===== src/rtl/pipe_pkg.sv =====
// pipe_pkg: shared state encoding and widths for the frame accumulator.
package pipe_pkg;
   typedef enum logic [1:0] {IDLE, ACCUM, DONE} state_t;
   localparam int SUM_W = 16;
   localparam int DROP_W = 8;
endpackage


===== src/rtl/valid_delay.sv =====
// valid_delay: LAT-stage valid shift register that lines in_valid up with the upstream result.
module valid_delay #(
   parameter int LAT = 3
) (
   input  logic clk,
   input  logic rst,
   input  logic i_valid,
   output logic o_valid
);
   logic [LAT-1:0] r_sr;
   always_ff @(posedge clk) begin
      if (rst) r_sr <= '0;
      else begin
         r_sr[0] <= i_valid;
         for (int k = 1; k < LAT; k++) r_sr[k] <= r_sr[k-1];
      end
   end
   assign o_valid = r_sr[LAT-1];
endmodule


===== src/rtl/pipe_frame_acc.sv =====
// pipe_frame_acc: builds sum/max/min summaries over frames of pipeline results.
module pipe_frame_acc
   import pipe_pkg::*;
#(
   parameter int DATA_W = 8,
   parameter int LAT = 3,
   parameter int FRAME_LEN = 4
) (
   input  logic              clk,
   input  logic              rst,
   input  logic              in_valid,
   input  logic [DATA_W-1:0] pipe_out,
   input  logic              frame_ready,
   output logic              frame_valid,
   output logic [SUM_W-1:0]  sum_out,
   output logic [DATA_W-1:0] max_out,
   output logic [DATA_W-1:0] min_out,
   output logic [DROP_W-1:0] drop_cnt
);
   localparam int CNT_W = $clog2(FRAME_LEN + 1);
   localparam logic [CNT_W-1:0] LAST = CNT_W'(FRAME_LEN - 1);
   state_t r_state, w_next;
   logic [CNT_W-1:0] r_cnt;
   logic [SUM_W-1:0] r_sum, r_sum_out, w_sum;
   logic [DATA_W-1:0] r_max, r_min, r_max_out, r_min_out, w_max, w_min;
   logic [DROP_W-1:0] r_drop;
   logic w_sample, w_hs, w_start, w_acc, w_last;
   valid_delay #(.LAT(LAT)) u_vd (.clk(clk), .rst(rst), .i_valid(in_valid), .o_valid(w_sample));
   assign w_hs = (r_state == DONE) && frame_ready;
   assign w_start = w_sample && ((r_state == IDLE) || w_hs);
   assign w_acc = w_sample && (r_state == ACCUM);
   assign w_last = w_acc && (r_cnt == LAST);
   assign w_sum = r_sum + SUM_W'(pipe_out);
   assign w_max = (pipe_out > r_max) ? pipe_out : r_max;
   assign w_min = (pipe_out < r_min) ? pipe_out : r_min;
   always_comb begin
      w_next = w_start ? ACCUM : w_last ? DONE : w_hs ? IDLE : r_state;
   end
   always_ff @(posedge clk) begin
      if (rst) begin
         r_state <= IDLE;
         r_cnt <= '0;
         r_sum <= '0;
         r_max <= '0;
         r_min <= '0;
         r_sum_out <= '0;
         r_max_out <= '0;
         r_min_out <= '0;
         r_drop <= '0;
      end else begin
         r_state <= w_next;
         if (w_start) begin
            r_sum <= SUM_W'(pipe_out);
            r_max <= pipe_out;
            r_min <= pipe_out;
            r_cnt <= CNT_W'(1);
         end else if (w_acc) begin
            r_sum <= w_sum;
            r_max <= w_max;
            r_min <= w_min;
            r_cnt <= r_cnt + 1'b1;
         end
         if (w_last) begin
            r_sum_out <= w_sum;
            r_max_out <= w_max;
            r_min_out <= w_min;
         end
         // A sample arriving while the summary is still unaccepted has nowhere to go
         if (w_sample && (r_state == DONE) && !frame_ready && (r_drop != '1)) r_drop <= r_drop + 1'b1;
      end
   end
   assign frame_valid = (r_state == DONE);
   assign sum_out = r_sum_out;
   assign max_out = r_max_out;
   assign min_out = r_min_out;
   assign drop_cnt = r_drop;
endmodule


===== config.mk =====
export PLATFORM = sky130hd
export DESIGN_NAME = pipe_frame_acc
export DESIGN_NICKNAME = d
export VERILOG_FILES = /design/src/rtl/pipe_pkg.sv /design/src/rtl/valid_delay.sv /design/src/rtl/pipe_frame_acc.sv
export SDC_FILE = /design/constraint.sdc
export NUM_CORES = 1
export LEC_CHECK = 0
export ABC_AREA = 1
export BUFFER_PORTS_ARGS = -buffer_cell sky130_fd_sc_hd__buf_4
export CAP_MARGIN = 25
export CORE_MARGIN = 5
export CORE_UTILIZATION = 63
export DETAILED_ROUTE_END_ITERATION = 16
export PLACE_DENSITY = 0.91
export SLEW_MARGIN = 30
export SYNTH_ARGS = -nofsm -noshare
export SYNTH_HDL_FRONTEND = slang
export SYNTH_SLANG_ARGS = --single-unit
export TNS_END_PERCENT = 20

===== constraint.sdc =====
create_clock -name clk -period 3.13 [get_ports clk]
set_input_delay 0.626 -clock clk [delete_from_list [all_inputs] [get_ports clk]]
set_output_delay 0.626 -clock clk [all_outputs]
set_load 0.01 [all_outputs]

After elaboration in Yosys (flattened, before gate mapping). Cells that the tools add are included. W data, S select, Z words.

Flip-flop bits (word level): 80. Bits of input ports: 12. Output and inout port bits: 41. Word-level logic and storage cells: 49.

$add $sub $neg: 3. Magnitude comparators: 2. Equality and inequality tests: 4. Muxes and demuxes: 13. Reduce and logical (&&, ||, !) cells: 14.

Operator list (number): $mux W8 (8); $add A16 B8 Y16 (1); $add A8 B1 Y8 const B (1); $gt A8 B8 Y1 (1); $lt A8 B8 Y1 (1); $ne A8 B8 Y1 const B (1); $logic_and A1 B1 Y1 (7); $mux W2 (2); $reduce_bool A2 Y1 (2); $add A3 B1 Y3 const B (1); $eq A3 B2 Y1 const B (1); $mux W1 (3); $reduce_bool A3 Y1 (1); $eq A2 B1 Y1 const B (1); $eq A2 B2 Y1 const B (1); $logic_not A2 Y1 (1); $reduce_or A2 Y1 (1); $logic_not A1 Y1 (1); $logic_or A1 B1 Y1 (1).

Longest topological paths before layout. Gate-level depths: netlist of run 1.

Word-level depth: 5. Gate-level depth with buffers: 15. Depth with buffers taken out: 15.

Cells and area by module. Synthesis of run 1 repeated with hierarchy kept, for this count alone.

Cell total of the unflattened synthesis: 676. Area total of the unflattened synthesis: 4598.2 um^2.

Modules (own cells, without submodules): pipe_frame_acc (times used 1, cells each 667, area an instance 4515.6 um^2, seq. area each 1541.5 um^2); valid_delay (times used 1, cells each 9, area an instance 82.6 um^2, seq. area each 60.1 um^2).

Least setup slack after synthesis of run 1. No wires, ideal clock.

Path type: input -> register. Start point: input port pipe_out[0]. End point: register r_sum[8]. Library setup time: 0.116 ns. Arrival: 1.928 ns. Required time: 3.014 ns. Path slack: 1.086 ns. Stages: 11. Buffers on the path: 0. Cells stage by stage: ha_1 fa_1 nand2_1 nand2_1 and2_1 nand2_1 nand2_1 nand2_1 nand3_1 o211ai_1 inv_1.

Cells in the longest elaborated chain, start to end: 1.

RTL lines: from (decl) (RTL line pipe_frame_acc.sv:12) `input logic [DATA_W-1:0] pipe_out,`; $add A16 B8 Y16 (RTL line pipe_frame_acc.sv:33) `assign w_sum = r_sum + SUM_W'(pipe_out);`; to (signal assigned) (RTL line pipe_frame_acc.sv:53) `r_sum <= SUM_W'(pipe_out);`; to (signal assigned) (RTL line pipe_frame_acc.sv:58) `r_sum <= w_sum;`; to (decl) (RTL line pipe_frame_acc.sv:24) `logic [SUM_W-1:0] r_sum, r_sum_out, w_sum;`.

Every way passes these cells. A chain may end at the register's enable or synchronous reset.

Worst setup path after layout of run 1.
Start point: register r_cnt[0]. End point: register r_sum_out[5] (netlist: sum_out[5]).

Cells in the longest elaborated chain, start to end: 2.

RTL lines: from (decl) (RTL line pipe_frame_acc.sv:23) `logic [CNT_W-1:0] r_cnt;`; from (signal assigned) (RTL line pipe_frame_acc.sv:61) `r_cnt <= r_cnt + 1'b1;`; $eq A3 B2 Y1 (RTL line pipe_frame_acc.sv:32) `assign w_last = w_acc && (r_cnt == LAST);`; $logic_and A1 B1 Y1 (RTL line pipe_frame_acc.sv:32); to (signal assigned) (RTL line pipe_frame_acc.sv:64) `r_sum_out <= w_sum;`; to (decl) (RTL line pipe_frame_acc.sv:24).

Every way passes these cells.

==> report_table.html, run 1 <==
<table>
<tr><th>Metric</th><th>Value</th></tr>
<tr><th colspan="2">Yosys</th></tr>
<tr><td>Number of flip-flops and latches in the synthesized netlist</td><td>80</td></tr>
<tr><td>Post-synthesis sequential area ratio</td><td>35.3%</td></tr>
<tr><td>Leading register cell type out of synthesis</td><td>dfxtp_1</td></tr>
<tr><td>Share of flip-flops with an asynchronous set or reset after synthesis</td><td>0%</td></tr>
<tr><td>Share of the synthesized area in the top cell type</td><td>35.3%</td></tr>
<tr><td>Synthesis warning total</td><td>0</td></tr>
<tr><td>Largest area contributor in the synthesized netlist</td><td>dfxtp_1</td></tr>
<tr><td>Yosys cell types</td><td>37</td></tr>
<tr><td>Mean area per synthesized cell</td><td>6.76 sq um</td></tr>
<tr><td>Synth Instances</td><td>671</td></tr>
<tr><td>Synthesized netlist net count</td><td>710</td></tr>
<tr><td>Top cells by area, synth</td><td>dfxtp_1, nand2_1, inv_1</td></tr>
<tr><td>Post-synth EDFFs</td><td>0</td></tr>
<tr><td>Summed instance area of the synthesized netlist</td><td>4540 sq um</td></tr>
<tr><th colspan="2">Worst setup path</th></tr>
<tr><td>Worst reg2reg path startpoint</td><td>r_cnt[0]$_SDFFE_PP0P_</td></tr>
<tr><td>Setup slack of the most critical reg-to-reg path</td><td>0.95 ns</td></tr>
<tr><td>Cell family contributing the most delay on the critical path</td><td>buffers and inverters</td></tr>
<tr><td>Cells along the critical path</td><td>ha_1 -&gt; ha_1 -&gt; nand2_4 -&gt; clkinv_2 -&gt; o21ai_0 -&gt; o21bai_1 -&gt; inv_1</td></tr>
<tr><td>Cell occurring most often along the worst timing path</td><td>ha_1</td></tr>
<tr><td>Kind of start point of the critical path</td><td>flop</td></tr>
<tr><td>Buffering stage count on the worst path with inverters included</td><td>2</td></tr>
<tr><td>Worst-path maximum fanout</td><td>57</td></tr>
<tr><td>Arrival @ worst endpoint</td><td>2.43 ns</td></tr>
<tr><td>Worst Path Required</td><td>3.38 ns</td></tr>
<tr><td>Crit path launch</td><td>r_cnt[0]$_SDFFE_PP0P_</td></tr>
<tr><td>Slowest cell on the critical path</td><td>clkinv_2</td></tr>
<tr><td>Max stage delay on crit path</td><td>0.60 ns</td></tr>
<tr><td>Category of the worst setup path capture point</td><td>flop</td></tr>
<tr><td>Critical path class</td><td>flop to flop</td></tr>
<tr><th colspan="2">CTS</th></tr>
<tr><td>Clock tree sinks</td><td>80</td></tr>
<tr><td>Count of hold-fix buffers inserted at cts</td><td>0</td></tr>
<tr><td>Clock transition at path regs</td><td>0.09 ns</td></tr>
<tr><td>CTS tree</td><td>done</td></tr>
<tr><td>CTS Root Buffer Type</td><td>clkbuf_8</td></tr>
<tr><td>H-tree levels</td><td>3</td></tr>
<tr><td>CTS max path bufs</td><td>2</td></tr>
<tr><td>Insertion delay of the later-clocked pin in the worst-skew pair</td><td>0.36 ns</td></tr>
<tr><td>Post CTS Setup Buffer Count</td><td>0</td></tr>
<tr><td>CTS buffer count</td><td>9</td></tr>
<tr><td>Resized cells post-CTS</td><td>0</td></tr>
<tr><th colspan="2">Drt</th></tr>
<tr><td>Average vias per placed instance</td><td>5.32</td></tr>
<tr><td>Average detailed-routed wire length per instance</td><td>13.2 um</td></tr>
<tr><td>Number of nets with antenna violations after detailed routing</td><td>0</td></tr>
<tr><td>Via count</td><td>4373</td></tr>
<tr><td>Number of search-and-repair iterations in the first detailed-routing pass</td><td>5</td></tr>
<tr><td>Routed WL</td><td>10.9 mm</td></tr>
<tr><td>DRT iter0 DRCs</td><td>304</td></tr>
<tr><td>DRC violations left</td><td>0</td></tr>
<tr><th colspan="2">Timing</th></tr>
<tr><td>Final hold vios</td><td>0</td></tr>
<tr><td>Worst slew margin</td><td>48.7%</td></tr>
<tr><td>Number of setup violations in the final report</td><td>0</td></tr>
<tr><td>Tcrit/Tclk final</td><td>69.6%</td></tr>
<tr><td>Minimum setup slack in the final design</td><td>0.953 ns</td></tr>
<tr><td>Setup TNS after final layout</td><td>0 ns</td></tr>
<tr><td>RSZ-0062 raised after global routing</td><td>false</td></tr>
<tr><td>Worst Hold Margin</td><td>0.409 ns</td></tr>
<tr><td>Number of pins with negative max-slew slack in the final report</td><td>0</td></tr>
<tr><td>Min Tclk post-route</td><td>2.18 ns</td></tr>
<tr><td>Fmax</td><td>0.459 GHz</td></tr>
<tr><td>Fin Clk Skew</td><td>0.0165 ns</td></tr>
<tr><td>Slew @ Worst Pin</td><td>0.770 ns</td></tr>
<tr><th colspan="2">Cells and area</th></tr>
<tr><td>Highest-count cells in the layout ignoring fill and taps</td><td>nand2_1, inv_1, dfxtp_1, nand3_1, buf_4</td></tr>
<tr><td>Post-route insts no fill</td><td>822</td></tr>
<tr><td>Layout cells sized above 1</td><td>11.8%</td></tr>
<tr><td>Area grow syn2layout</td><td>14.3%</td></tr>
<tr><td>Number of nets in the final layout</td><td>757</td></tr>
<tr><td>Filler Cells Inserted</td><td>611</td></tr>
<tr><td>Count of inserted antenna diode cells</td><td>0</td></tr>
<tr><td>Most common cell after layout, fill and taps aside</td><td>nand2_1</td></tr>
<tr><td>Fin area</td><td>5180 sq um</td></tr>
<tr><th colspan="2">Floorplan</th></tr>
<tr><td>Die Height</td><td>94.9 um</td></tr>
<tr><td>Standard cell core area</td><td>7140 sq um</td></tr>
<tr><td>Boundary Pins</td><td>53</td></tr>
<tr><td>Die Width</td><td>94.9 um</td></tr>
<tr><td>Total die area</td><td>9000 sq um</td></tr>
<tr><td>Number of rows created at floorplan</td><td>31</td></tr>
<tr><td>Starting density of the core</td><td>63.6%</td></tr>
<tr><th colspan="2">GRT</th></tr>
<tr><td>First-pass GRT wire length</td><td>18.5 mm</td></tr>
<tr><td>Remaining Overflow, GRT</td><td>0</td></tr>
<tr><td>Initial antenna violation count</td><td>0</td></tr>
<tr><td>GRT Resource Usage Total</td><td>25.6%</td></tr>
<tr><td>Maximum number of pins on one net before global-route repair</td><td>58</td></tr>
<tr><td>Via count of the first global-routing pass</td><td>4057</td></tr>
<tr><th colspan="2">Run status</th></tr>
<tr><td>Run status</td><td>complete, no violations</td></tr>
<tr><th colspan="2">Hold path</th></tr>
<tr><td>Launch instance of the worst min-delay path</td><td>u_vd.r_sr[0]$_SDFF_PP0_</td></tr>
<tr><td>Hold/Removal Path Class</td><td>flop to flop</td></tr>
<tr><th colspan="2">Placed design</th></tr>
<tr><td>Setup slack at placement</td><td>0.749 ns</td></tr>
<tr><td>Area post-placement</td><td>4950 sq um</td></tr>
<tr><td>DPL Wire Length</td><td>7.59 mm</td></tr>
<tr><td>Placed cell count</td><td>806</td></tr>
<tr><td>Number of input and output port buffers inserted</td><td>52</td></tr>
<tr><td>Global placer's final weighted congestion</td><td>0.952</td></tr>
<tr><th colspan="2">Flow run</th></tr>
<tr><td>MaxCap Viol Count</td><td>0</td></tr>
<tr><th colspan="2">Power</th></tr>
<tr><td>Leakage</td><td>2.54 nW</td></tr>
<tr><td>Power density normalized to cell area</td><td>408 nW/um^2</td></tr>
<tr><td>VDD IR max</td><td>0.000225 V</td></tr>
</table>
-- stage by stage --
stage / utilization (%) / power (mW)
3_5_place_dp: 69.4 / 1.25
5_1_grt: 72.6 / 2.20
4_1_cts: 72.6 / 2.11
3_3_place_gp: 69.4 / 1.25
6_report: 72.6 / 2.11
2_1_floorplan: - / 1.20
-- state kept, by name, indices dropped and copies added, names as in the netlist --
signal     cells
r_sum         16
sum_out       16
drop_cnt       8
max_out        8
min_out        8
r_max          8
r_min          8
r_cnt          3
u_vd.r_sr      3
r_state        2
-- tightest hold or removal path: cells and delay by family, from the launching register on --
family	cells	cell delay (ns)
AND/OR/NAND/NOR	1	0.03
flip-flops	1	0.31
buffers and inverters	1	0.04
-- cell type report --
| class | instances | area (sq um) | share of cell area (%) |
|---|---|---|---|
| clock buffer | 9 | 124 | 2.39 |
| clock inverter | 7 | 103 | 1.98 |
| inverter | 125 | 473 | 9.13 |
| multi-input combinational | 447 | 2340 | 45.2 |
| sequential | 80 | 1600 | 30.9 |
| tap | 99 | 124 | 2.39 |
| timing repair buffer | 55 | 413 | 7.97 |
-- layer usage --
layer  up-vias  share of wire [%]  global-route usage, %
met5         -                  0                      0
met4         0                1.8                   8.65
met3        20                5.4                   3.67
met2       125                 46                   42.3
met1      2010                 47                   34.2
li1       2218                  -                      -
-- power by group --
group | internal [mW] | switching [mW]
registers | 1.03 | 0.00532
clock network | 0.458 | 0.423
logic | 0.0660 | 0.136
-- final timing paths --
kind,to,cells past startpoint
min,u_vd.r_sr[1]$_SDFF_PP0_,2
max,sum_out[5]$_SDFFE_PP0P_,7
max reg2reg,sum_out[5]$_SDFFE_PP0P_,7
min reg2reg,u_vd.r_sr[1]$_SDFF_PP0_,2
-- cells by family after synthesis --
family | after synthesis | synth area share (%)
XOR/XNOR | 8 | 1.54
flip-flops | 80 | 35.3
AND/OR/NAND/NOR | 299 | 28.0
AO/OA/AOI/OAI | 113 | 14.6
buffers and inverters | 144 | 13.0
adder cells (fa/ha/maj) | 27 | 7.61
-- synthesized netlist by cell type (4+ instances only) --
library cell / n
nand2_1: 192
clkbuf_1: 6
a21oi_1: 46
nor2_1: 23
ha_1: 26
dfxtp_1: 80
o21bai_1: 4
buf_6: 4
o21a_1: 25
inv_1: 119
a31oi_1: 5
xor2_1: 6
inv_2: 4
buf_2: 7
o21ai_1: 4
nand3_1: 66
o21ai_0: 25
nor3_1: 4
(Power assumes the default switching activity.)
==> inputs of run 2 (changes only) <==
--- a/config.mk
+++ b/config.mk
@@ -9,9 +9,9 @@
 export BUFFER_PORTS_ARGS = -buffer_cell sky130_fd_sc_hd__buf_4
 export CAP_MARGIN = 25
 export CORE_MARGIN = 5
-export CORE_UTILIZATION = 63
+export CORE_UTILIZATION = 53
 export DETAILED_ROUTE_END_ITERATION = 16
-export PLACE_DENSITY = 0.91
+export PLACE_DENSITY = 0.82
 export SLEW_MARGIN = 30
 export SYNTH_ARGS = -nofsm -noshare
 export SYNTH_HDL_FRONTEND = slang
==> constraint.sdc (replaced) <==
create_clock -name clk -period 2 [get_ports clk]
set_input_delay 0.4 -clock clk [delete_from_list [all_inputs] [get_ports clk]]
set_output_delay 0.4 -clock clk [all_outputs]
set_load 0.01 [all_outputs]
==> run 2 against run 1 <==
  * Register-to-register slack got worse by 0.81 ns
  * Combinational power increased by 68%
  * Global-route usage decreased by 2.8 points
  * Wire length increased by 4.4%
  * Final area increased by 1.5%
  * Flip-flop and latch count unchanged
  * Worst hold slack got worse by 0.17 ns
  * Via count increased by 0.82%
  * First-iteration DRC count decreased by 5.9%
  * Sequential share of layout area decreased by 0.47 points
  * Utilization decreased by 8.9 points
  * Final cell count increased by 2.1%
==> report_table.html, run 2 (synthesis gave the netlist of run 1 again) <==
<table>
<tr><th>Metric</th><th>Value</th></tr>
<tr><th colspan="2">Worst setup path</th></tr>
<tr><td>Critical path class</td><td>flop to flop (unchanged)</td></tr>
<tr><td>Worst-path maximum fanout</td><td>5 (was 57)</td></tr>
<tr><td>Slowest cell on the critical path</td><td>fa_1 (was clkinv_2)</td></tr>
<tr><td>Buffering stage count on the worst path with inverters included</td><td>1 (was 2)</td></tr>
<tr><td>Cell occurring most often along the worst timing path</td><td>nand2_1 (was ha_1)</td></tr>
<tr><td>Category of the worst setup path capture point</td><td>flop (unchanged)</td></tr>
<tr><td>Critical register-to-register path endpoint</td><td>sum_out[14]$_SDFFE_PP0P_ (was sum_out[5]$_SDFFE_PP0P_)</td></tr>
<tr><td>Worst Path Required</td><td>2.27 ns (was 3.38 ns)</td></tr>
<tr><td>Kind of start point of the critical path</td><td>flop (unchanged)</td></tr>
<tr><td>Number of cells traversed by the worst register-to-register path</td><td>11 (was 7)</td></tr>
<tr><td>Setup slack of the most critical reg-to-reg path</td><td>0.14 ns (was 0.95 ns)</td></tr>
<tr><td>Cells along the critical path</td><td>ha_1 -&gt; fa_1 -&gt; nand2_1 -&gt; nand2_1 -&gt; and2_1 -&gt; nand2_2 -&gt; nand2_2 -&gt; nand4_1 -&gt; nand3_1 -&gt; nand2_1 -&gt; inv_1 (was ha_1 -&gt; ha_1 -&gt; nand2_4 -&gt; clkinv_2 -&gt; o21ai_0 -&gt; o21bai_1 -&gt; inv_1)</td></tr>
<tr><td>Max stage delay on crit path</td><td>0.39 ns (was 0.60 ns)</td></tr>
<tr><td>Arrival @ worst endpoint</td><td>2.13 ns (was 2.43 ns)</td></tr>
<tr><td>Cell family contributing the most delay on the critical path</td><td>simple AND/OR/NAND/NOR gates (was buffers and inverters)</td></tr>
<tr><td>Worst reg2reg path startpoint</td><td>r_sum[0]$_SDFFE_PP0P_ (was r_cnt[0]$_SDFFE_PP0P_)</td></tr>
<tr><th colspan="2">Cells and area</th></tr>
<tr><td>Number of nets in the final layout</td><td>768 (was 757)</td></tr>
<tr><td>Most common cell after layout, fill and taps aside</td><td>nand2_1 (unchanged)</td></tr>
<tr><td>Count of inserted antenna diode cells</td><td>0 (unchanged)</td></tr>
<tr><td>Highest-count cells in the layout ignoring fill and taps</td><td>nand2_1, inv_1, dfxtp_1, nand3_1, buf_4 (unchanged)</td></tr>
<tr><td>Layout cells sized above 1</td><td>13.4% (was 11.8%)</td></tr>
<tr><td>Area grow syn2layout</td><td>16.0% (was 14.3%)</td></tr>
<tr><th colspan="2">Timing</th></tr>
<tr><td>RSZ-0062 raised after global routing</td><td>false (unchanged)</td></tr>
<tr><td>Number of pins with negative max-slew slack in the final report</td><td>0 (unchanged)</td></tr>
<tr><td>Number of setup violations in the final report</td><td>0 (unchanged)</td></tr>
<tr><td>Slew @ Worst Pin</td><td>0.448 ns (was 0.770 ns)</td></tr>
<tr><td>Setup TNS after final layout</td><td>0 ns (unchanged)</td></tr>
<tr><td>Fin Clk Skew</td><td>0.0127 ns (was 0.0165 ns)</td></tr>
<tr><td>Min Tclk post-route</td><td>1.86 ns (was 2.18 ns)</td></tr>
<tr><td>Fmax</td><td>0.538 GHz (was 0.459 GHz)</td></tr>
<tr><td>Worst slew margin</td><td>70.1% (was 48.7%)</td></tr>
<tr><td>Minimum setup slack in the final design</td><td>0.142 ns (was 0.953 ns)</td></tr>
<tr><td>Final hold vios</td><td>0 (unchanged)</td></tr>
<tr><td>Tcrit/Tclk final</td><td>92.9% (was 69.6%)</td></tr>
<tr><th colspan="2">Floorplan</th></tr>
<tr><td>Number of rows created at floorplan</td><td>33 (was 31)</td></tr>
<tr><td>Die Height</td><td>103 um (was 94.9 um)</td></tr>
<tr><td>Die Width</td><td>103 um (was 94.9 um)</td></tr>
<tr><td>Total die area</td><td>10500 sq um (was 9000 sq um)</td></tr>
<tr><td>Starting density of the core</td><td>54.9% (was 63.6%)</td></tr>
<tr><td>Standard cell core area</td><td>8260 sq um (was 7140 sq um)</td></tr>
<tr><td>Boundary Pins</td><td>53 (unchanged)</td></tr>
<tr><th colspan="2">Placed design</th></tr>
<tr><td>Setup slack at placement</td><td>-0.0986 ns (was 0.749 ns)</td></tr>
<tr><td>Number of input and output port buffers inserted</td><td>52 (unchanged)</td></tr>
<tr><td>Global placer's final weighted congestion</td><td>0.927 (was 0.952)</td></tr>
<tr><td>DPL Wire Length</td><td>8.14 mm (was 7.59 mm)</td></tr>
<tr><th colspan="2">Power</th></tr>
<tr><td>Power density normalized to cell area</td><td>602 nW/um^2 (was 408 nW/um^2)</td></tr>
<tr><td>Final Total Pwr</td><td>3.17 mW (was 2.11 mW)</td></tr>
<tr><td>VDD IR max</td><td>0.000363 V (was 0.000225 V)</td></tr>
<tr><td>Proportion of power drawn by flip-flops and latches</td><td>51.0% (was 48.8%)</td></tr>
<tr><td>Share of power burned in the clock network</td><td>38.4% (was 41.6%)</td></tr>
<tr><td>Switching Share</td><td>27.3% (was 26.6%)</td></tr>
<tr><td>Leakage</td><td>2.57 nW (was 2.54 nW)</td></tr>
<tr><td>Switching power</td><td>0.866 mW (was 0.563 mW)</td></tr>
<tr><td>Combinational cell fraction of total power</td><td>10.6% (was 9.5%)</td></tr>
<tr><td>Internal cell power</td><td>2.30 mW (was 1.55 mW)</td></tr>
<tr><th colspan="2">CTS</th></tr>
<tr><td>H-tree levels</td><td>3 (unchanged)</td></tr>
<tr><td>Insertion delay of the later-clocked pin in the worst-skew pair</td><td>0.37 ns (was 0.36 ns)</td></tr>
<tr><td>CTS max path bufs</td><td>2 (unchanged)</td></tr>
<tr><td>CTS tree</td><td>done (unchanged)</td></tr>
<tr><td>Clock tree sinks</td><td>80 (unchanged)</td></tr>
<tr><td>CTS Root Buffer Type</td><td>clkbuf_8 (unchanged)</td></tr>
<tr><td>Clock transition at path regs</td><td>0.09 ns (about the same)</td></tr>
<tr><td>CTS buffer count</td><td>9 (unchanged)</td></tr>
<tr><td>Count of hold-fix buffers inserted at cts</td><td>0 (unchanged)</td></tr>
<tr><th colspan="2">GRT</th></tr>
<tr><td>First-pass GRT wire length</td><td>19.2 mm (was 18.5 mm)</td></tr>
<tr><td>Initial antenna violation count</td><td>0 (unchanged)</td></tr>
<tr><td>Remaining Overflow, GRT</td><td>0 (unchanged)</td></tr>
<tr><td>Maximum number of pins on one net before global-route repair</td><td>43 (was 58)</td></tr>
<tr><td>Via count of the first global-routing pass</td><td>4212 (was 4057)</td></tr>
<tr><td>GRT Resource Usage Total</td><td>22.8% (was 25.6%)</td></tr>
<tr><th colspan="2">Drt</th></tr>
<tr><td>Average detailed-routed wire length per instance</td><td>13.5 um (was 13.2 um)</td></tr>
<tr><td>DRT iter0 DRCs</td><td>286 (was 304)</td></tr>
<tr><td>Routed WL</td><td>11.4 mm (was 10.9 mm)</td></tr>
<tr><td>Number of nets with antenna violations after detailed routing</td><td>0 (unchanged)</td></tr>
<tr><td>Number of search-and-repair iterations in the first detailed-routing pass</td><td>5 (unchanged)</td></tr>
<tr><td>DRC violations left</td><td>0 (unchanged)</td></tr>
<tr><td>Average vias per placed instance</td><td>5.26 (was 5.32)</td></tr>
<tr><td>Via count</td><td>4409 (was 4373)</td></tr>
<tr><th colspan="2">Hold path</th></tr>
<tr><td>Launch instance of the worst min-delay path</td><td>in_valid (was u_vd.r_sr[0]$_SDFF_PP0_)</td></tr>
<tr><td>Worst hold path endpoint</td><td>u_vd.r_sr[0]$_SDFF_PP0_ (was u_vd.r_sr[1]$_SDFF_PP0_)</td></tr>
<tr><td>Hold path depth</td><td>3 (was 2)</td></tr>
<tr><td>Hold/Removal Path Class</td><td>input pin to flop (was flop to flop)</td></tr>
<tr><th colspan="2">Run status</th></tr>
<tr><td>Run status</td><td>complete, no violations (unchanged)</td></tr>
<tr><th colspan="2">Flow run</th></tr>
<tr><td>MaxCap Viol Count</td><td>0 (unchanged)</td></tr>
</table>
==> run 2: metal layers <==
layer | share of wire, % | vias to the layer above | track usage, % | routed length (um)
li1 | - | 2244 | - | -
met1 | 43 | 1984 | 28.3 | 4870
met2 | 47 | 158 | 39.4 | 5380
met3 | 7.7 | 23 | 4.60 | 873
met4 | 2.1 | 0 | 8.07 | 235
met5 | 0 | - | 0 | 0
==> run 2: final cells by class <==
cell class | count | area [sq um]
Inverter | 125 | 472
Multi-Input combinational cell | 447 | 2350
Sequential cell | 80 | 1600
Fill cell | 732 | 3000
Tap cell | 105 | 131
Timing Repair Buffer | 66 | 508
Clock buffer | 9 | 124
Clock inverter | 7 | 71.3
==> run 2: power by group through the flow <==
stage	Clock [mW]	Combinational, mW	Sequential, mW
6_report	1.22	0.337	1.62
5_1_grt	1.30	0.381	1.62
4_1_cts	1.23	0.332	1.62
3_5_place_dp	0	0.329	1.65
3_3_place_gp	0	0.320	1.65
2_1_floorplan	0	0.221	1.65
==> run 2: worst reg2reg max path, stage by stage (launching register included) <==
cell and delay (ns):
dfxtp_1 0.32, ha_1 0.20, fa_1 0.39, nand2_1 0.08
nand2_1 0.07, and2_1 0.19, nand2_2 0.09, nand2_2 0.08
nand4_1 0.11, nand3_1 0.10, nand2_1 0.09, inv_1 0.04
==> run 2: worst max path at each step <==
stage,from,to,slack [ns],depth (start not counted)
floorplan,pipe_out[0],r_sum[8]$_SDFFE_PP0P_,0.18,11
global placement,pipe_out[0],r_sum[8]$_SDFFE_PP0P_,-0.04,12
detailed placement,pipe_out[0],sum_out[14]$_SDFFE_PP0P_,-0.1,12
CTS,r_state[0]$_SDFFE_PP0P_,r_sum[5]$_SDFFE_PP0P_,0.05,8
global route,r_max[1]$_SDFFE_PP0P_,max_out[4]$_SDFFE_PP0P_,0.002,14
finish,r_sum[0]$_SDFFE_PP0P_,sum_out[14]$_SDFFE_PP0P_,0.14,11
==> run 2: repair_timing <==
action,CTS,global route
endpoints found under the setup margin,0,14
resized for setup,0,3
setup buffers,0,0
endpoints found under the hold margin,0,0
==> run 2: per-stage QoR <==
step                std cells  hold WS (ns)  utilization, %  area [sq um]
finish                    839         0.235            63.7          5260
global route              839         0.248            63.7          5260
detailed placement        823         0.406            61.2          5060
floorplan                 671         0.388               -          4540
global placement          823         0.407            61.2          5060
CTS                       839         0.239            63.6          5250
==> inputs of run 3 (changes only) <==
--- a/config.mk
+++ b/config.mk
@@ -5,11 +5,10 @@
 export SDC_FILE = /design/constraint.sdc
 export NUM_CORES = 1
 export LEC_CHECK = 0
-export ABC_AREA = 1
 export BUFFER_PORTS_ARGS = -buffer_cell sky130_fd_sc_hd__buf_4
 export CAP_MARGIN = 25
 export CORE_MARGIN = 5
-export CORE_UTILIZATION = 53
+export CORE_UTILIZATION = 52
 export DETAILED_ROUTE_END_ITERATION = 16
 export PLACE_DENSITY = 0.82
 export SLEW_MARGIN = 30
==> run 3 against run 2 <==
  * The run now ends with setup timing left
  * Sequential share of layout area rose by 1.4 points
  * Combinational power increased by 7.7%
  * Final cell count shrank 26%
  * Register-to-register slack lost 0.19 ns
  * Synthesized cell count shrank 35%
  * Critical path depth is 2 lower
  * Highest routed layer unchanged
==> report_table.html, run 3 <==
<table>
<tr><th>Metric</th><th>Value</th></tr>
<tr><th colspan="2">Run status</th></tr>
<tr><td>Violated checks</td><td>setup timing</td></tr>
<tr><td>Run status</td><td>finished with violations (was complete, no violations)</td></tr>
<tr><th colspan="2">Timing</th></tr>
<tr><td>Minimum setup slack in the final design</td><td>-0.0467 ns (was 0.142 ns)</td></tr>
<tr><td>Tcrit/Tclk final</td><td>102% (was 92.9%)</td></tr>
<tr><td>RSZ-0062 raised after global routing</td><td>true (was false)</td></tr>
<tr><td>Fmax</td><td>0.489 GHz (was 0.538 GHz)</td></tr>
<tr><td>Min Tclk post-route</td><td>2.05 ns (was 1.86 ns)</td></tr>
<tr><td>Number of pins with negative max-slew slack in the final report</td><td>0 (unchanged)</td></tr>
<tr><td>Number of setup violations in the final report</td><td>5 (was 0)</td></tr>
<tr><td>Final hold vios</td><td>0 (unchanged)</td></tr>
<tr><td>Slew @ Worst Pin</td><td>0.749 ns (was 0.448 ns)</td></tr>
<tr><td>Worst slew margin</td><td>50.1% (was 70.1%)</td></tr>
<tr><td>Fin Clk Skew</td><td>0.00579 ns (was 0.0127 ns)</td></tr>
<tr><td>Worst Hold Margin</td><td>0.272 ns (was 0.235 ns)</td></tr>
<tr><th colspan="2">GRT</th></tr>
<tr><td>Initial antenna violation count</td><td>0 (unchanged)</td></tr>
<tr><td>First-pass GRT wire length</td><td>16.2 mm (was 19.2 mm)</td></tr>
<tr><td>Via count of the first global-routing pass</td><td>3365 (was 4212)</td></tr>
<tr><td>Maximum number of pins on one net before global-route repair</td><td>42 (was 43)</td></tr>
<tr><td>Remaining Overflow, GRT</td><td>0 (unchanged)</td></tr>
<tr><td>GRT Resource Usage Total</td><td>20.7% (was 22.8%)</td></tr>
<tr><th colspan="2">Yosys</th></tr>
<tr><td>Synth Instances</td><td>437 (was 671)</td></tr>
<tr><td>Post-synth EDFFs</td><td>0 (unchanged)</td></tr>
<tr><td>Synthesis warning total</td><td>0 (unchanged)</td></tr>
<tr><td>Post-synthesis sequential area ratio</td><td>40.2% (was 35.3%)</td></tr>
<tr><td>Share of flip-flops with an asynchronous set or reset after synthesis</td><td>0% (unchanged)</td></tr>
<tr><td>Largest area contributor in the synthesized netlist</td><td>dfxtp_1 (unchanged)</td></tr>
<tr><td>Yosys cell types</td><td>48 (was 37)</td></tr>
<tr><td>Number of flip-flops and latches in the synthesized netlist</td><td>80 (unchanged)</td></tr>
<tr><td>Mean area per synthesized cell</td><td>9.11 sq um (was 6.76 sq um)</td></tr>
<tr><td>Share of the synthesized area in the top cell type</td><td>40.2% (was 35.3%)</td></tr>
<tr><td>Synthesized netlist net count</td><td>476 (was 710)</td></tr>
<tr><td>Summed instance area of the synthesized netlist</td><td>3980 sq um (was 4540 sq um)</td></tr>
<tr><td>Most common cell in the synthesized netlist</td><td>dfxtp_1 (was nand2_1)</td></tr>
<tr><td>Ranking of synthesized cells by instance count</td><td>dfxtp_1, nor2_1, nand2_1 (was nand2_1, inv_1, dfxtp_1)</td></tr>
<tr><td>Top cells by area, synth</td><td>dfxtp_1, ha_1, a211oi_1 (was dfxtp_1, nand2_1, inv_1)</td></tr>
<tr><td>Leading register cell type out of synthesis</td><td>dfxtp_1 (unchanged)</td></tr>
<tr><th colspan="2">Worst setup path</th></tr>
<tr><td>Worst-path maximum fanout</td><td>7 (was 5)</td></tr>
<tr><td>Setup slack of the most critical reg-to-reg path</td><td>-0.05 ns (was 0.14 ns)</td></tr>
<tr><td>Max stage delay on crit path</td><td>0.32 ns (was 0.39 ns)</td></tr>
<tr><td>Crit path launch</td><td>r_sum[3]$_SDFFE_PP0P_ (was r_sum[0]$_SDFFE_PP0P_)</td></tr>
<tr><td>Category of the worst setup path capture point</td><td>flop (unchanged)</td></tr>
<tr><td>Number of cells traversed by the worst register-to-register path</td><td>9 (was 11)</td></tr>
<tr><td>Worst Path Required</td><td>2.24 ns (was 2.27 ns)</td></tr>
<tr><td>Buffering stage count on the worst path with inverters included</td><td>2 (was 1)</td></tr>
<tr><td>Critical register-to-register path endpoint</td><td>r_sum[11]$_SDFFE_PP0P_ (was sum_out[14]$_SDFFE_PP0P_)</td></tr>
<tr><td>Cells along the critical path</td><td>ha_1 -&gt; a21o_1 -&gt; a21oi_1 -&gt; a21oi_2 -&gt; buf_4 -&gt; buf_4 -&gt; o2111ai_1 -&gt; xor2_1 -&gt; nor2_1 (was ha_1 -&gt; fa_1 -&gt; nand2_1 -&gt; nand2_1 -&gt; and2_1 -&gt; nand2_2 -&gt; nand2_2 -&gt; nand4_1 -&gt; nand3_1 -&gt; nand2_1 -&gt; inv_1)</td></tr>
<tr><td>Critical path class</td><td>flop to flop (unchanged)</td></tr>
<tr><td>Worst reg2reg path startpoint</td><td>r_sum[3]$_SDFFE_PP0P_ (was r_sum[0]$_SDFFE_PP0P_)</td></tr>
<tr><td>Cell family contributing the most delay on the critical path</td><td>compound AO/OA/AOI/OAI gates (was simple AND/OR/NAND/NOR gates)</td></tr>
<tr><td>Kind of start point of the critical path</td><td>flop (unchanged)</td></tr>
<tr><td>Arrival @ worst endpoint</td><td>2.29 ns (was 2.13 ns)</td></tr>
<tr><td>Slowest cell on the critical path</td><td>dfxtp_1 (was fa_1)</td></tr>
<tr><td>Cell occurring most often along the worst timing path</td><td>buf_4 (was nand2_1)</td></tr>
<tr><th colspan="2">Power</th></tr>
<tr><td>Switching Share</td><td>23.5% (was 27.3%)</td></tr>
<tr><td>Share of power burned in the clock network</td><td>40.2% (was 38.4%)</td></tr>
<tr><td>Proportion of power drawn by flip-flops and latches</td><td>48.8% (was 51.0%)</td></tr>
<tr><td>Combinational cell fraction of total power</td><td>11.0% (was 10.6%)</td></tr>
<tr><td>Switching power</td><td>0.780 mW (was 0.866 mW)</td></tr>
<tr><td>Internal cell power</td><td>2.54 mW (was 2.30 mW)</td></tr>
<tr><td>Power density normalized to cell area</td><td>659 nW/um^2 (was 602 nW/um^2)</td></tr>
<tr><td>Leakage</td><td>2.01 nW (was 2.57 nW)</td></tr>
<tr><td>VDD IR max</td><td>0.000430 V (was 0.000363 V)</td></tr>
<tr><th colspan="2">Drt</th></tr>
<tr><td>Average vias per placed instance</td><td>5.75 (was 5.26)</td></tr>
<tr><td>Number of search-and-repair iterations in the first detailed-routing pass</td><td>5 (unchanged)</td></tr>
<tr><td>Average detailed-routed wire length per instance</td><td>16.0 um (was 13.5 um)</td></tr>
<tr><td>Routed WL</td><td>9.97 mm (was 11.4 mm)</td></tr>
<tr><td>Number of nets with antenna violations after detailed routing</td><td>0 (unchanged)</td></tr>
<tr><td>DRT iter0 DRCs</td><td>293 (was 286)</td></tr>
<tr><td>DRC violations left</td><td>0 (unchanged)</td></tr>
<tr><td>Via count</td><td>3583 (was 4409)</td></tr>
<tr><th colspan="2">CTS</th></tr>
<tr><td>CTS max path bufs</td><td>2 (unchanged)</td></tr>
<tr><td>H-tree levels</td><td>3 (unchanged)</td></tr>
<tr><td>CTS tree</td><td>done (unchanged)</td></tr>
<tr><td>Count of hold-fix buffers inserted at cts</td><td>0 (unchanged)</td></tr>
<tr><td>CTS Root Buffer Type</td><td>clkbuf_8 (unchanged)</td></tr>
<tr><td>CTS buffer count</td><td>9 (unchanged)</td></tr>
<tr><td>Clock transition at path regs</td><td>0.08 ns (was 0.09 ns)</td></tr>
<tr><td>Clock tree sinks</td><td>80 (unchanged)</td></tr>
<tr><td>Insertion delay of the later-clocked pin in the worst-skew pair</td><td>0.35 ns (was 0.37 ns)</td></tr>
<tr><th colspan="2">Hold path</th></tr>
<tr><td>Hold path depth</td><td>2 (was 3)</td></tr>
<tr><td>Hold/Removal Path Class</td><td>input pin to flop (unchanged)</td></tr>
<tr><td>Worst hold path endpoint</td><td>u_vd.r_sr[0]$_SDFF_PP0_ (unchanged)</td></tr>
<tr><td>Launch instance of the worst min-delay path</td><td>in_valid (unchanged)</td></tr>
<tr><th colspan="2">Floorplan</th></tr>
<tr><td>Number of rows created at floorplan</td><td>32 (was 33)</td></tr>
<tr><td>Die Width</td><td>97.5 um (was 103 um)</td></tr>
<tr><td>Starting density of the core</td><td>52.3% (was 54.9%)</td></tr>
<tr><td>Total die area</td><td>9510 sq um (was 10500 sq um)</td></tr>
<tr><td>Die Height</td><td>97.5 um (was 103 um)</td></tr>
<tr><td>Standard cell core area</td><td>7610 sq um (was 8260 sq um)</td></tr>
<tr><td>Boundary Pins</td><td>53 (unchanged)</td></tr>
<tr><th colspan="2">Placed design</th></tr>
<tr><td>Number of input and output port buffers inserted</td><td>52 (unchanged)</td></tr>
<tr><td>DPL Wire Length</td><td>6.91 mm (was 8.14 mm)</td></tr>
<tr><td>Global placer's final weighted congestion</td><td>0.894 (was 0.927)</td></tr>
<tr><th colspan="2">Flow run</th></tr>
<tr><td>MaxCap Viol Count</td><td>0 (unchanged)</td></tr>
<tr><th colspan="2">Cells and area</th></tr>
<tr><td>Highest-count cells in the layout ignoring fill and taps</td><td>buf_4, dfxtp_1, nor2_1, nand2_1 (was nand2_1, inv_1, dfxtp_1, nand3_1, buf_4)</td></tr>
<tr><td>Number of nets in the final layout</td><td>556 (was 768)</td></tr>
<tr><td>Count of inserted antenna diode cells</td><td>0 (unchanged)</td></tr>
<tr><td>Most common cell after layout, fill and taps aside</td><td>buf_4 (was nand2_1)</td></tr>
<tr><td>Area grow syn2layout</td><td>26.3% (was 16.0%)</td></tr>
<tr><td>Final Core Density</td><td>66.1% (was 63.7%)</td></tr>
<tr><td>Layout cells sized above 1</td><td>26.9% (was 13.4%)</td></tr>
</table>
## run 3: power groups by stage
stage	registers, mW	logic [mW]	clock network [mW]
detailed placement	1.65	0.335	0
global route	1.62	0.388	1.42
CTS	1.62	0.340	1.34
global placement	1.65	0.321	0
finish	1.62	0.363	1.33
floorplan	1.65	0.197	0
## run 3: cell families after synthesis
kind of cell	count (synthesis)	share of synthesized area (%)
adder cells (fa/ha/maj)	27	8.67
multiplexers	17	4.27
flip-flops	80	40.2
AO/OA/AOI/OAI	120	21.7
XOR/XNOR	29	6.38
buffers and inverters	42	4.24
AND/OR/NAND/NOR	122	14.5
## run 3: layer usage
metal | track usage (%) | wire (um) | vias up
li1 | - | - | 1748
met1 | 26.3 | 4360 | 1701
met2 | 35.1 | 4910 | 124
met3 | 4.38 | 584 | 10
met4 | 6.39 | 115 | 0
met5 | 0 | 0 | -
## run 3: what timing repair did
| action | in CTS | in global routing |
|---|---|---|
| setup endpoints to repair | 10 | 38 |
| resized for setup | 3 | 15 |
| pin swaps | 6 | 12 |
| endpoints found under the hold margin | 0 | 0 |
| setup buffers | 3 | 0 |
## run 3: worst max-delay path by stage
stage	endpoint	slack (ns)	cells after the start
after detailed placement	sum_out[12]$_SDFFE_PP0P_	-0.34	9
final	r_sum[11]$_SDFFE_PP0P_	-0.05	9
after CTS	sum_out[14]$_SDFFE_PP0P_	-0.06	9
after floorplan	sum_out[12]$_SDFFE_PP0P_	-0.002	8
after global routing	sum_out[14]$_SDFFE_PP0P_	-0.15	9
after global placement	sum_out[12]$_SDFFE_PP0P_	-0.27	9
## run 3: metrics by stage
stage | setup TNS, ns | area (sq um) | power (mW) | std cells | setup slack (ns)
global placement | -3.86 | 4720 | 1.97 | 605 | -0.273
detailed placement | -5.92 | 4720 | 1.99 | 605 | -0.342
floorplan | -0.00202 | 4000 | 1.85 | 437 | -0.00202
finish | -0.121 | 5030 | 3.32 | 623 | -0.0467
CTS | -0.0629 | 4970 | 3.30 | 623 | -0.0587
global route | -1.49 | 5030 | 3.43 | 623 | -0.153
## run 3: layout make-up
cell class | count | area [sq um]
Timing Repair Buffer | 94 | 722
Sequential cell | 80 | 1600
Inverter | 17 | 63.8
Multi-Input combinational cell | 315 | 2290
Clock buffer | 12 | 155
Clock inverter | 3 | 65.1
Tap cell | 102 | 128
Fill cell | 605 | 2580
